==> config.mk <==
export PLATFORM = sky130hd
export DESIGN_NAME = dcache_refill_assembler
export DESIGN_NICKNAME = d
export VERILOG_FILES = /design/src/rtl/dcache_refill_assembler_pkg.sv /design/src/rtl/dcache_refill_assembler_byte_merge.sv /design/src/rtl/dcache_refill_assembler.sv
export SDC_FILE = /design/constraint.sdc
export NUM_CORES = 1
export LEC_CHECK = 0
export CAP_MARGIN = 20
export CORE_AREA = 5 5 239 241
export DETAILED_ROUTE_END_ITERATION = 10
export DIE_AREA = 0 0 244 246
export PLACE_DENSITY = 0.73
export SYNTH_ARGS = -nofsm -noshare
export SYNTH_HDL_FRONTEND = slang
export SYNTH_HIERARCHICAL = 1
export SYNTH_SLANG_ARGS = --single-unit
==> constraint.sdc <==
create_clock -name clk -period 3.7 [get_ports clk]
set_input_delay 0.555 -clock clk [delete_from_list [all_inputs] [get_ports clk]]
set_output_delay 0.555 -clock clk [all_outputs]
set_load 0.005 [all_outputs]
==> src/rtl/dcache_refill_assembler_pkg.sv <==
// rtl/dcache_refill_assembler_pkg.sv - shared DCache refill constants and FSM state type
package dcache_refill_assembler_pkg;
  localparam int OFFSET_LEN = 6;
  localparam int LINE_WORDS = 1 << (OFFSET_LEN - 2);
  localparam int WORD_IDX_W = OFFSET_LEN - 2;

  typedef enum logic [1:0] {
    IDLE,
    FILL,
    OUT
  } state_e;
endpackage

==> src/rtl/dcache_refill_assembler_byte_merge.sv <==
// rtl/dcache_refill_assembler_byte_merge.sv - combinational strobe-driven byte merge of store data over an old word
module dcache_byte_merge (
  input  logic [31:0] wdata,
  input  logic [3:0]  wstrb,
  input  logic [31:0] old_data,
  output logic [31:0] merged
);
  always_comb begin
    merged = old_data;
    for (int k = 0; k < 4; k++) begin
      if (wstrb[k]) merged[8*k +: 8] = wdata[8*k +: 8];
    end
  end
endmodule

==> src/rtl/dcache_refill_assembler.sv <==
// rtl/dcache_refill_assembler.sv - assembles a wrapping refill burst into one cache line
module dcache_refill_assembler
  import dcache_refill_assembler_pkg::*;
#(
  parameter int Offset_len = OFFSET_LEN
) (
  input  logic                            clk,
  input  logic                            rstn,
  input  logic                            req_valid,
  output logic                            req_ready,
  input  logic [Offset_len-1:0]           req_offset,
  input  logic                            req_wr,
  input  logic [3:0]                      req_wstrb,
  input  logic [31:0]                     req_wdata,
  input  logic                            beat_valid,
  output logic                            beat_ready,
  input  logic [31:0]                     beat_data,
  input  logic                            beat_last,
  output logic                            crit_valid,
  output logic [31:0]                     crit_data,
  output logic                            line_valid,
  input  logic                            line_ready,
  output logic [(1<<(Offset_len+3))-1:0]  line_data,
  output logic                            err
);
  localparam int LW     = 1 << (Offset_len - 2);
  localparam int WIW    = Offset_len - 2;
  localparam int LINE_W = 1 << (Offset_len + 3);
  localparam logic [WIW-1:0] LAST_CNT = WIW'(LW - 1);

  state_e              state_q, state_d;
  logic [WIW-1:0]      cnt_q, cnt_d;
  logic [WIW-1:0]      start_q, start_d;
  logic                wr_q, wr_d;
  logic [3:0]          wstrb_q, wstrb_d;
  logic [31:0]         wdata_q, wdata_d;
  logic [LINE_W-1:0]   line_q, line_d;
  logic                crit_valid_q, crit_valid_d;
  logic [31:0]         crit_data_q, crit_data_d;
  logic                err_q, err_d;

  logic                beat_fire;
  logic [WIW-1:0]      widx;
  logic [31:0]         merged;
  logic [31:0]         beat_word;
  logic [LW-1:0]       word_en;

  dcache_byte_merge u_merge (
    .wdata    (wdata_q),
    .wstrb    (wstrb_q),
    .old_data (beat_data),
    .merged   (merged)
  );

  // Wrap comes for free from truncating the sum to the word-index width.
  assign beat_fire = (state_q == FILL) && beat_valid;
  assign widx      = start_q + cnt_q;
  assign beat_word = (cnt_q == '0 && wr_q) ? merged : beat_data;

  always_comb begin
    word_en = '0;
    for (int i = 0; i < LW; i++) begin
      word_en[i] = beat_fire && (widx == WIW'(i));
    end
  end

  always_comb begin
    state_d      = state_q;
    cnt_d        = cnt_q;
    start_d      = start_q;
    wr_d         = wr_q;
    wstrb_d      = wstrb_q;
    wdata_d      = wdata_q;
    line_d       = line_q;
    crit_valid_d = 1'b0;
    crit_data_d  = crit_data_q;
    err_d        = 1'b0;
    unique case (state_q)
      IDLE: begin
        if (req_valid) begin
          start_d = req_offset[Offset_len-1:2];
          wr_d    = req_wr;
          wstrb_d = req_wstrb;
          wdata_d = req_wdata;
          cnt_d   = '0;
          state_d = FILL;
        end
      end
      FILL: begin
        for (int i = 0; i < LW; i++) begin
          if (word_en[i]) line_d[32*i +: 32] = beat_word;
        end
        if (beat_valid) begin
          if (cnt_q == '0 && !wr_q) begin
            crit_valid_d = 1'b1;
            crit_data_d  = beat_data;
          end
          // beat_last is only checked, never used to end the burst.
          err_d = beat_last != (cnt_q == LAST_CNT);
          cnt_d = cnt_q + WIW'(1);
          if (cnt_q == LAST_CNT) state_d = OUT;
        end
      end
      OUT: begin
        if (line_ready) state_d = IDLE;
      end
      default: state_d = IDLE;
    endcase
  end

  always_ff @(posedge clk or negedge rstn) begin
    if (!rstn) begin
      state_q      <= IDLE;
      cnt_q        <= '0;
      start_q      <= '0;
      wr_q         <= 1'b0;
      wstrb_q      <= '0;
      wdata_q      <= '0;
      line_q       <= '0;
      crit_valid_q <= 1'b0;
      crit_data_q  <= '0;
      err_q        <= 1'b0;
    end else begin
      state_q      <= state_d;
      cnt_q        <= cnt_d;
      start_q      <= start_d;
      wr_q         <= wr_d;
      wstrb_q      <= wstrb_d;
      wdata_q      <= wdata_d;
      line_q       <= line_d;
      crit_valid_q <= crit_valid_d;
      crit_data_q  <= crit_data_d;
      err_q        <= err_d;
    end
  end

  assign req_ready  = (state_q == IDLE);
  assign beat_ready = (state_q == FILL);
  assign line_valid = (state_q == OUT);
  assign line_data  = line_q;
  assign crit_valid = crit_valid_q;
  assign crit_data  = crit_data_q;
  assign err        = err_q;
endmodule

==> flow_summary.toml <==
[cts]
post_cts_buffers = 0
clk_pin_slew_ps = 60
clockBufferDepth = 3
clkSinkCount = 593
cts-root-buf = "clkbuf_16"
cts_buffers = 60
cts_resized = 0
h-tree-depth = 2
worstSkewPairLatency_ps = 620
cts_tree = "yes"

[setup_path]
critPathTopFamily = "simple AND/OR/NAND/NOR gates"
critPathKind = "reg -> reg"
cp.arrival_ps = 3710
end_kind = "flop"
cp_num_buf_inv = 1
slowest_stage = "or4_2"
required_ps = 4200
slowest_delay_ps = 750
worstPathMaxFanout = 22
worst_setup_path_start_kind = "flop"
crit_chain = "ha_1 > fa_1 > nand4b_1 > or4_2 > buf_4 > mux2_4"

[yosys]
synthDominantCellAreaShare = 0.630
ys_seq_area_frac = 0.630
synth_cell_types = 36
synth_seq_cells = 593
syn_area_per_cell_um2 = 16.6
yosys_warnings = 6
syn_area_um2 = 23600
yosys-top-cells-area = "dfrtp_1 (63%), mux2_2 (23%), mux2_4 (5.9%)"
syn_inst = 1419
syn-num-nets = 1506
synth_top_area_cell = "dfrtp_1"

[timing]
relSlewSlack = 0.374
drv_slew = 0
finalSetupTns_ps = 0
finalCritPeriodShare = 0.867
rsz0062_at_grt = "false"
fin_skew_ps = 16.5
hold_viol = 0
finalSetupViolations = 0
fin_crit_ps = 3210
max_clock_freq_mhz = 312
worst_pin_slew_ps = 936

[final_layout]
multi_input_area_um2 = 8300
register_area_um2 = 14800
area_growth_pct = 39.9
final_net_count = 2144
final_cell_area_um2 = 33000
drive_gt1_frac = 0.353
n_fill_cell = 4019

[drt]
routed_wl_um = 75900
drt-initial-drc-count = 513
first_pass_iters = 7
vias_per_cell = 5.26
route.detailed.drc = 0
ant_nets = 0
num_vias = 14800
routedWlPerCell_um = 26.9

[placement]
gp_congestion = 0.819
portBuffers = 627
place_area_um2 = 30800
detailed_place_hpwl_um = 54400

[global_routing]
grt-ovfl-total = 0
grt.total_usage = 0.246
grt_max_degree = 94
grt_pass1_vias = 15900
grt_pass1_wl_um = 111000
antenna_found_initial = 7

[power_and_ir_drop]
power_leakage_nw = 14.5
ir_drop_uv = 556
power_density_nw_per_um2 = 999

[floorplanning]
rows = 86
initial_core_util = 0.431
fp.dieW_um = 244
fp.coreArea_um2 = 54700
dieArea_um2 = 60000
die_y_um = 246
io-pin-count = 630

[hold_path]
hp-class = "reg -> reg"

[status]
outcome = "finished clean"

[job]
drv_cap = 0
## worst paths after layout
check                                  to  cells after the start           start  slack [ps]
hold reg to reg            line_data[102]                      1  line_data[102]         490
min in group asynchronous  line_data[359]                      2            rstn         520
hold / removal             line_data[102]                      1  line_data[102]         490
setup / recovery           line_data[236]                      6        cnt_q[0]         490
setup reg to reg           line_data[236]                      6        cnt_q[0]         490
max in group asynchronous    line_data[3]                      3            rstn        1980
## flip-flops by register name, summed over array words and instances (netlist names)
register / cells
line_data: 512
cnt_q: 4
crit_data: 32
wdata_q: 32
wstrb_q: 4
err: 1
crit_valid: 1
start_q: 4
state_q: 2
wr_q: 1
## routing by layer
| metal | track usage | share of wire | wire (um) | vias to the layer above |
|---|---|---|---|---|
| li1 | - | - | - | 6339 |
| met1 | 0.302 | 0.39 | 29700 | 7827 |
| met2 | 0.423 | 0.51 | 38500 | 519 |
| met3 | 0.0676 | 0.068 | 5150 | 133 |
| met4 | 0.0816 | 0.034 | 2570 | 0 |
| met5 | 0 | 0 | 0 | - |
## cells in the final DEF (no fill, tap or decap), types with 9 or more instances in the layout
cell             synthesis  layout
mux2_4                  92      92
nor2_1                  10      10
clkbuf_8                 0      18
buf_12                   0       9
clkdlybuf4s50_1          0     626
dfrtp_1                593     593
clkbuf_16                0      61
mux2_2                 489     489
clkbuf_1                42      16
buf_4                    0      41
mux2_1                  68      68
## Yosys cell counts (all sizes together)
master	count
fa	1
nand3	2
mux2	649
nor4	6
nand4	2
and2	1
xor2	5
xnor2	1
dfrtp	593
and3	2
nand4b	2
a21oi	2
or4	2
nor2b	2
nand2	7
o21ai	5
nand2b	1
o2111ai	3
or3	1
ha	5
and3b	1
o2bb2ai	1
nor3	2
clkbuf	42
nand3b	2
inv	5
buf	60
o211ai	3
nor2	10
a21o	1
## through the flow
step                worst slack, ps  total power [W]   util  hold slack (ps)  std cells
CTS                             481           0.0332  0.603              490       2812
finish                          491           0.0329  0.603              487       2818
detailed placement              493           0.0266  0.564              476       2698
floorplan                       975           0.0177      -              259       1419
global placement                535           0.0262  0.564              471       2698
global route                    352           0.0344  0.603              503       2817
## logic make-up after synthesis
| group | share of synthesized area |
|---|---|
| multiplexers | 0.325 |
| adder cells (fa/ha/maj) | 0.00350 |
| buffers and inverters | 0.0231 |
| XOR/XNOR | 0.00223 |
| flip-flops | 0.630 |
| AO/OA/AOI/OAI | 0.00441 |
| AND/OR/NAND/NOR | 0.0123 |
## what timing repair did
| item | in CTS | in global routing |
|---|---|---|
| hold endpoints to repair | 28 | 0 |
| hold buffers | 1 | 0 |
| endpoints found under the setup margin | 0 | 0 |
## power by group
group          total [W]  switching [W]  internal, W
logic             0.0149        0.00586      0.00907
clock network    0.00647        0.00253      0.00394
registers         0.0115        0.00186      0.00965
total             0.0329         0.0103       0.0227
## cell type report
type	count	share of cell area
antenna	6	0.000456
clock buffer	95	0.0556
clock inverter	18	0.00903
inverter	5	0.000569
multi-input combinational	719	0.252
sequential	593	0.450
tap	704	0.0267
timing repair buffer	678	0.206
(Power assumes the default switching activity.)
